## config.mk

```make
export PLATFORM = sky130hd
export DESIGN_NAME = pe_acc_window
export DESIGN_NICKNAME = d
export VERILOG_FILES = /design/src/rtl/pe_acc_window.sv
export SDC_FILE = /design/constraint.sdc
export NUM_CORES = 1
export LEC_CHECK = 0
export ABC_AREA = 1
export CAP_MARGIN = 20
export CORE_ASPECT_RATIO = 1.2
export CORE_MARGIN = 2
export CORE_UTILIZATION = 60
export CTS_CLUSTER_DIAMETER = 40
export DETAILED_ROUTE_END_ITERATION = 16
export PLACE_DENSITY = 0.82
export REMOVE_ABC_BUFFERS = 1
export SETUP_SLACK_MARGIN = 0.3
export SLEW_MARGIN = 10
export SYNTH_ARGS = -nofsm -noshare
export SYNTH_HDL_FRONTEND = slang
export SYNTH_SLANG_ARGS = --single-unit
```

## constraint.sdc

```tcl
create_clock -name clk -period 8.15 [get_ports clk]
set_clock_uncertainty 0.05 [all_clocks]
set_input_delay 0.815 -clock clk [delete_from_list [all_inputs] [get_ports clk]]
set_output_delay 0.815 -clock clk [all_outputs]
set_load 0.05 [all_outputs]
```

## src/rtl/pe_acc_window.sv

```systemverilog
// Windowed accumulator behind the PE adder tree: sums L beats, shifts, saturates to ACC_BW.
// Latency: result registered on the edge that accepts the window's last beat (visible next cycle).
// Backpressure: only a completing beat stalls, and only while an undrained result occupies the buffer.
module pe_acc_window #(
  parameter int ACC_BW = 32,
  parameter int CNT_BW = 8
) (
  input  logic              clk,
  input  logic              rst_n,
  input  logic              in_valid,
  output logic              in_ready,
  input  logic [ACC_BW-1:0] in_data,
  input  logic [CNT_BW-1:0] cfg_len,
  input  logic [4:0]        cfg_shift,
  input  logic              clear,
  output logic              out_valid,
  input  logic              out_ready,
  output logic [ACC_BW-1:0] out_data,
  output logic              out_ovf
);

  // Wide enough for (2^CNT_BW - 1) beats of ACC_BW bits, so the sum never wraps.
  localparam int SUM_BW = ACC_BW + CNT_BW;

  // Window state
  logic [CNT_BW-1:0] cnt_q, cnt_d;
  logic [SUM_BW-1:0] acc_q, acc_d;
  logic [CNT_BW-1:0] len_q, len_d;
  logic [4:0]        shift_q, shift_d;

  // One-entry output buffer
  logic              out_valid_q, out_valid_d;
  logic [ACC_BW-1:0] out_data_q, out_data_d;
  logic              out_ovf_q, out_ovf_d;

  // Datapath helpers
  logic              first_beat;
  logic [CNT_BW-1:0] eff_len;
  logic              last_beat;
  logic              accept;
  logic              drain;
  logic [SUM_BW-1:0] sum_w;
  logic [4:0]        shamt;
  logic [SUM_BW-1:0] shifted;
  logic              sat;

  // A window's config comes from the live cfg inputs on its first beat, from the latched copy afterwards.
  always_comb begin
    first_beat = (cnt_q == '0);
    if (first_beat) begin
      eff_len = (cfg_len == '0) ? CNT_BW'(1) : cfg_len;
      shamt   = cfg_shift;
    end else begin
      eff_len = len_q;
      shamt   = shift_q;
    end
    last_beat = (cnt_q == (eff_len - CNT_BW'(1)));
  end

  // Handshakes: a completing beat may proceed if the buffer is empty or is draining this cycle.
  always_comb begin
    in_ready = !clear && !(last_beat && out_valid_q && !out_ready);
    accept   = in_valid && in_ready;
    drain    = out_valid_q && out_ready;
  end

  // Window sum including the current beat, then logical shift and saturation check.
  always_comb begin
    sum_w   = (first_beat ? {SUM_BW{1'b0}} : acc_q) + {{CNT_BW{1'b0}}, in_data};
    shifted = sum_w >> shamt;
    sat     = |shifted[SUM_BW-1:ACC_BW];
  end

  // Next-state for the accumulator, counter and latched window configuration.
  always_comb begin
    cnt_d   = cnt_q;
    acc_d   = acc_q;
    len_d   = len_q;
    shift_d = shift_q;
    if (clear) begin
      // Abort the in-progress window; the output buffer is left alone.
      cnt_d = '0;
      acc_d = '0;
    end else if (accept) begin
      if (last_beat) begin
        cnt_d = '0;
        acc_d = '0;
      end else if (first_beat) begin
        cnt_d   = CNT_BW'(1);
        acc_d   = sum_w;
        len_d   = cfg_len;
        shift_d = cfg_shift;
      end else begin
        cnt_d = cnt_q + CNT_BW'(1);
        acc_d = sum_w;
      end
    end
  end

  // Next-state for the output buffer: a completion reloads it (even while draining), a bare drain empties it.
  always_comb begin
    out_valid_d = out_valid_q;
    out_data_d  = out_data_q;
    out_ovf_d   = out_ovf_q;
    if (accept && last_beat) begin
      out_valid_d = 1'b1;
      out_ovf_d   = sat;
      out_data_d  = sat ? {ACC_BW{1'b1}} : shifted[ACC_BW-1:0];
    end else if (drain) begin
      out_valid_d = 1'b0;
    end
  end

  // State registers; reset discards any partial window.
  always_ff @(posedge clk or negedge rst_n) begin
    if (!rst_n) begin
      cnt_q       <= '0;
      acc_q       <= '0;
      len_q       <= '0;
      shift_q     <= '0;
      out_valid_q <= 1'b0;
      out_data_q  <= '0;
      out_ovf_q   <= 1'b0;
    end else begin
      cnt_q       <= cnt_d;
      acc_q       <= acc_d;
      len_q       <= len_d;
      shift_q     <= shift_d;
      out_valid_q <= out_valid_d;
      out_data_q  <= out_data_d;
      out_ovf_q   <= out_ovf_d;
    end
  end

  assign out_valid = out_valid_q;
  assign out_data  = out_data_q;
  assign out_ovf   = out_ovf_q;

endmodule

```

==> metrics.md, run 1 <==
| Metric | Value |
|---|---|
| Status | `finished, final reports clean` |
| I/O pin cnt | `85` |
| Worst Path Buf+Inv | `4` |
| CTS Sinks | `95` |
| Largest net degree at the start of global routing | `61` |
| Final net count | `1814` |
| Reg-to-reg slack, setup | `2.94 ns` |
| Setup CP Type | `reg2reg` |
| Synth top area share | `0.240` |
| Element type at the critical path start | `flop` |
| Power share of the sequential group | `0.255` |
| First-pass GRT wire length | `49900 um` |
| Placed wire-length estimate | `24100 um` |
| Peak supply drop | `0.106 mV` |
| Finished Layout Cells | `1945` |
| Layout cells sized above 1 | `0.0514` |
| CP peak stage delay | `0.58 ns` |
| Synth-to-Final Area Change | `11.8%` |
| Synth cell types | `42` |
| CP Max Fanout | `23` |
| Syn_area_per_cell | `5.89 um^2` |
| Post-synthesis sequential area ratio | `0.240` |
| Reg clk slew, reported paths | `0.08 ns` |
| Final setup viols | `0` |
| Crit path launch | `cnt_q[1]` |
| Post-CTS Setup Inserts | `0` |
| Initial antenna violation count | `0` |
| IO buf count | `84` |
| Setup slack at placement | `3.08 ns` |
| Post-synth top flop | `dfrtp_1` |
| PwrDens | `207 nW/um^2` |
| Rel. slew slack | `0.269` |
| RSZ-0062 raised after global routing | `false` |
| Std cell rows | `51` |
| Clock Path Buffers | `2` |
| Crit end category | `flop` |
| WL final | `31100 um` |
| Class of the worst hold path | `in2async` |
| Leakage Power | `5.86 nW` |
| Yosys warns | `0` |
| Via/cell ratio | `5.76` |
| Comb power frac | `0.555` |
| CTS tree | `done` |
| Die Width | `121 um` |
| CTS-repair resized insts | `0` |
| Final setup margin | `2.94 ns` |
| Max Freq | `192 MHz` |
| Root Driver | `clkbuf_16` |
| Min Tclk post-route | `5.21 ns` |
| Reg2Reg Depth | `25` |
| Initial core utilization | `0.612` |
| First drt pass iteration count | `6` |
| Seq cells post-synth | `95` |
| Final ANT Viol Nets | `0` |
| Setup TNS | `0 ns` |
| Synth area leader | `dfrtp_1` |
| Reg-to-Reg Start | `cnt_q[1]` |
| Cells after Synth | `1685` |
| CORE AREA | `16200 um^2` |
| Design area | `11100 um^2` |
| H-tree levels | `3` |
| Period utilization | `0.639` |
| Total GRT Usage | `0.359` |
| Synth area leaders | `dfrtp_1, nand2_1, nand3_1` |
| Slowest cell on crit path | `nor2_2` |
| Sw Share | `0.494` |
| Worst EP required | `8.36 ns` |
| Max cap viols | `0` |
| Die ar. | `17600 um^2` |
| Most used cell, CP | `nand2_1` |
| Cts hold-fix bufs | `0` |
| Cell-internal power | `1.16 mW` |
| TritonCTS buffer count | `9` |
| Post-DR wirelength/cell | `16.0 um` |
| Sw power | `1.13 mW` |
| Placed cell count | `1929` |
| Hold WS | `0.359 ns` |
| Post-Syn Area | `9930 um^2` |
| Slew @ Worst Pin | `1.09 ns` |
| Power share of the clock group | `0.190` |
| Final hold vios | `0` |
| Area after DPL | `10800 um^2` |
| Final Slew Violations | `0` |
| Worst skew pair latency | `0.37 ns` |
| Grt total ovfl | `0` |
| Iter 0 DRT Violations | `996` |
| Ant diodes | `0` |
| DRC violations left | `0` |
| EDFF count, synth | `0` |
| CP top delay family | `simple AND/OR/NAND/NOR gates` |
| Post-synth ARST share | `1.00` |
| Vias | `11200` |
| Crit path depth | `25` |
| Crit path DAT | `5.42 ns` |
| Number of global-route vias before repair | `10300` |
| GP Congestion | `0.949` |
| Die Y | `145 um` |
-- cell type report --
type                    instances  area (um^2)
well taps                     212          265
flip-flops and latches         95         2380
clock buffers                   9          225
inverters                     220          826
clock inverters                 7         62.6
repair buffers                 97          936
fillers                      1559         5110
multi-input cells            1305         6410
-- sequential cells by signal, summed over array words and instances, names as in the netlist --
register and count:
acc_q 40, out_data 32, cnt_q 8, len_q 8
shift_q 5, out_ovf 1, out_valid 1
-- cell families (layout without fill, tap and decap cells) --
kind of cell | count (synthesis) | after routing | synth area share
and+or+nand+nor | 1059 | 1059 | 0.467
buffers and inverters | 285 | 333 | 0.117
AOI/OAI and AO/OA | 178 | 178 | 0.102
DFF | 95 | 95 | 0.240
adders and majority gates | 36 | 36 | 0.0461
xor gates and xnor gates | 30 | 30 | 0.0265
muxes | 2 | 2 | 0.00214
-- stage by stage --
stage	util	total power, mW
after floorplan	-	1.48
after global placement	0.667	1.82
after detailed placement	0.667	1.84
after CTS	0.685	2.27
after global routing	0.685	2.45
final	0.685	2.30
-- power by group through the flow --
| stage | sequential, mW | combinational [mW] | clock [mW] |
|---|---|---|---|
| after floorplan | 0.725 | 0.751 | 0 |
| after global placement | 0.590 | 1.23 | 0 |
| after detailed placement | 0.595 | 1.25 | 0 |
| after CTS | 0.586 | 1.25 | 0.434 |
| after global routing | 0.594 | 1.41 | 0.450 |
| final | 0.586 | 1.28 | 0.436 |
-- worst paths after layout --
kind | end
worst max-delay path | out_data[15]
worst min-delay path | len_q[4]
worst max register to register | out_data[15]
worst min register to register | out_data[27]
max in group asynchronous | acc_q[21]
min in group clk | out_data[27]
-- Yosys cell counts (2+ instances only) --
library cell / instances
buf_6: 2
ha_1: 35
o211ai_1: 8
nand3_1: 288
xnor2_1: 8
o21ai_0: 58
nand2_2: 4
nand3b_1: 5
clkbuf_1: 18
and2_1: 2
inv_2: 8
nand3_2: 4
o22ai_1: 33
nand4_1: 25
o21bai_1: 7
nand2_1: 542
inv_1: 212
or2_2: 16
o21ai_1: 13
dfrtp_1: 95
buf_1: 5
o32ai_1: 3
xor2_1: 22
o21ai_2: 8
a21oi_1: 46
nor2_4: 6
nor2_2: 7
nor2_1: 136
buf_4: 6
buf_2: 33
or2_1: 9
nor3_1: 11
-- cell usage in the layout, fill, tap and decap left out, types with 2 or more instances in the layout --
cell,count
buf_4,14
or2_2,16
inv_1,212
o21ai_4,2
a21oi_1,46
o21ai_0,57
nor2_1,136
xor2_1,22
inv_2,8
nand2_2,4
nand2_1,542
ha_1,35
dfrtp_1,95
xnor2_1,8
nand3b_1,5
nor2_4,6
nand4_1,25
and2_1,2
o21bai_1,7
o211ai_1,8
clkinv_4,2
nor3_1,11
or2_1,9
nand3_1,288
inv_6,2
o21ai_2,7
o21ai_1,13
nor2_2,7
clkdlybuf4s50_1,83
clkbuf_16,9
o22ai_1,33
inv_8,2
o32ai_1,3
nand3_2,4
-- layer usage --
metal | track usage | vias to the layer above | share of wire
li1 | - | 5523 | -
met5 | 0 | - | 0
met2 | 0.607 | 450 | 0.46
met1 | 0.458 | 5143 | 0.43
met4 | 0.164 | 0 | 0.042
met3 | 0.0443 | 92 | 0.066
Power figures use the tool's default switching activity.
==> run 2: changes to the inputs <==
Clock period 8.15 ns to 4.95 ns, I/O delays scaled along.
==> run 2 against run 1 <==
  * Routed wire length up 2.0%
  * Utilization increased by 0.95 points
  * Total power rose by 67%
  * Global-route usage increased by 0.78 points
  * Clock power is 66% higher
  * Final area is 1.4% higher
  * Worst setup slack got worse by 2.3 ns
  * Critical path depth rose by 3
  * Maximum frequency increased by 20%
  * Worst hold slack worse by 0.26 ns
  * Combinational power rose by 68%
  * Sequential power increased by 65%
  * Largest power group unchanged
==> metrics.md, run 2 (synthesis gave the netlist of run 1 again) <==
| Metric | Value |
|---|---|
| Reg-to-Reg Start | `cnt_q[0]` |
| Vias | `11300 (+0.69%)` |
| Rel. slew slack | `0.480 (+0.211)` |
| TritonCTS buffer count | `9 (unchanged)` |
| Via/cell ratio | `5.78 (+0.27%)` |
| Most used cell, CP | `nand2_1` |
| Die Y | `145 um (unchanged)` |
| Met2 Wirelength | `15000 um (+4.1%)` |
| Crit end category | `flop` |
| Max cap viols | `0 (unchanged)` |
| Final Slew Violations | `0 (unchanged)` |
| Cts hold-fix bufs | `0 (unchanged)` |
| Worst Path Buf+Inv | `5 (+1)` |
| Number of global-route vias before repair | `10400 (+0.95%)` |
| CP Max Fanout | `20 (-13%)` |
| DRC violations left | `0 (unchanged)` |
| CTS Sinks | `95 (unchanged)` |
| Setup CP Type | `reg2reg` |
| Slew @ Worst Pin | `0.779 ns (-0.314 ns)` |
| CP top delay family | `simple AND/OR/NAND/NOR gates` |
| Die ar. | `17600 um^2 (unchanged)` |
| Initial antenna violation count | `0 (unchanged)` |
| Period utilization | `0.877 (+0.238)` |
| Most frequent cells in the layout | `nand2_1, nand3_1, inv_1` |
| Finished Layout Cells | `1953 (+0.41%)` |
| CP peak stage delay | `0.41 ns (-0.17 ns)` |
| Final hold vios | `0 (unchanged)` |
| Clock Path Buffers | `2 (unchanged)` |
| Final net count | `1823 (+0.50%)` |
| Largest reg by FF count | `acc_q` |
| Leakage Power | `5.93 nW (+1.2%)` |
| Std cell rows | `51 (unchanged)` |
| Reg2Reg Depth | `28 (+12%)` |
| Class of the worst hold path | `in2async` |
| IO buf count | `84 (unchanged)` |
| Post-DR wirelength/cell | `16.2 um (+1.6%)` |
| Max FFs per register | `40 (unchanged)` |
| Root Driver | `clkbuf_16` |
| H-tree levels | `3 (unchanged)` |
| CTS tree | `done` |
| Synth-to-Final Area Change | `13.4%` |
| First-pass GRT wire length | `51000 um (+2.2%)` |
| Crit path DAT | `4.55 ns (-0.87 ns)` |
| Final ANT Viol Nets | `0 (unchanged)` |
| Hold WS | `0.102 ns (-0.257 ns)` |
| Layout cells sized above 1 | `0.0603 (+0.00895)` |
| Placed wire-length estimate | `24700 um (+2.3%)` |
| Crit path launch | `cnt_q[0]` |
| Worst skew pair latency | `0.37 ns (about the same)` |
| Peak supply drop | `0.177 mV (+66%)` |
| GP Congestion | `0.986 (+3.8%)` |
| First drt pass iteration count | `5 (-1)` |
| RSZ-0062 raised after global routing | `false` |
| Slowest cell on crit path | `dfrtp_1` |
| WL final | `31700 um (+2.0%)` |
| I/O pin cnt | `85 (unchanged)` |
| PwrDens | `341 nW/um^2 (+65%)` |
| Worst EP required | `5.15 ns (-3.21 ns)` |
| Crit path depth | `28 (+12%)` |
| Total GRT Usage | `0.367 (+0.00776)` |
| CORE AREA | `16200 um^2 (unchanged)` |
| Status | `finished, final reports clean` |
| Max Freq | `230 MHz (+20%)` |
| Min Tclk post-route | `4.34 ns (-0.868 ns)` |
| Met1 WL | `13200 um (-0.72%)` |
| Setup TNS | `0 ns (unchanged)` |
| Placed cell count | `1936 (+0.36%)` |
| Final setup viols | `0 (unchanged)` |
| Largest net degree at the start of global routing | `61 (unchanged)` |
| Met3 WL | `2100 um (+2.5%)` |
| Reg clk slew, reported paths | `0.08 ns (about the same)` |
| Max Used Layer | `met4` |
| Reg-to-reg slack, setup | `0.61 ns (-2.33 ns)` |
| Die Width | `121 um (unchanged)` |
| Grt total ovfl | `0 (unchanged)` |
| Iter 0 DRT Violations | `1101 (+11%)` |
| Initial core utilization | `0.612 (unchanged)` |
| Element type at the critical path start | `flop` |
| Commonest non-fill, non-tap cell in the layout | `nand2_1` |
| Ant diodes | `0 (unchanged)` |
[run 2: changes by cell type in the layout (fill, tap and decap cells not counted), sizes merged]
cell and delta:
clkdlybuf4s50 -1, clkbuf +1, inv -2, bufinv +1, clkinv -1, buf +9, clkinvlp +1
[run 2: final timing paths]
path / end
worst max-delay path: out_data[30]
worst min-delay path: len_q[3]
worst max register to register: out_data[30]
worst min register to register: out_data[28]
max in group asynchronous: acc_q[37]
min in group clk: out_data[28]
[run 2: timing repair]
action / 4_1_cts / 5_1_grt
endpoints found under the hold margin: 0 / 0
setup endpoints to repair: 0 / 33
setup buffers: 0 / 1
resized for setup: 0 / 9
[run 2: through the flow]
stage / util / cell area [um^2] / setup WS [ns] / total power [mW]
floorplan: - / 9590 / 0.162 / 2.43
global placement: 0.672 / 10900 / 0.528 / 3.04
detailed placement: 0.672 / 10900 / 0.503 / 3.07
CTS: 0.690 / 11200 / 0.439 / 3.79
global route: 0.694 / 11300 / 0.281 / 4.10
finish: 0.694 / 11300 / 0.608 / 3.84
[run 2: area by class of cell]
| type | instances | area (um^2) |
|---|---|---|
| timing repair buffer | 106 | 1060 |
| tap | 212 | 265 |
| clock inverter | 6 | 68.8 |
| sequential | 95 | 2380 |
| clock buffer | 9 | 225 |
| fill | 1507 | 4950 |
| multi-input combinational | 1305 | 6430 |
| inverter | 220 | 826 |
[run 2: metal layers]
metal,vias to the layer above,global-route usage
met5,-,0
met4,0,0.165
li1,5552,-
met3,102,0.0470
met2,500,0.621
met1,5131,0.467
[run 2: power breakdown]
| part | internal, mW | switching, mW | total [mW] | leakage (nW) |
|---|---|---|---|---|
| Combinational | 0.686 | 1.47 | 2.15 | 4.51 |
| Sequential | 0.900 | 0.0638 | 0.964 | 1.27 |
| Clock | 0.393 | 0.332 | 0.725 | 0.142 |
| Total | 1.98 | 1.86 | 3.84 | 5.93 |
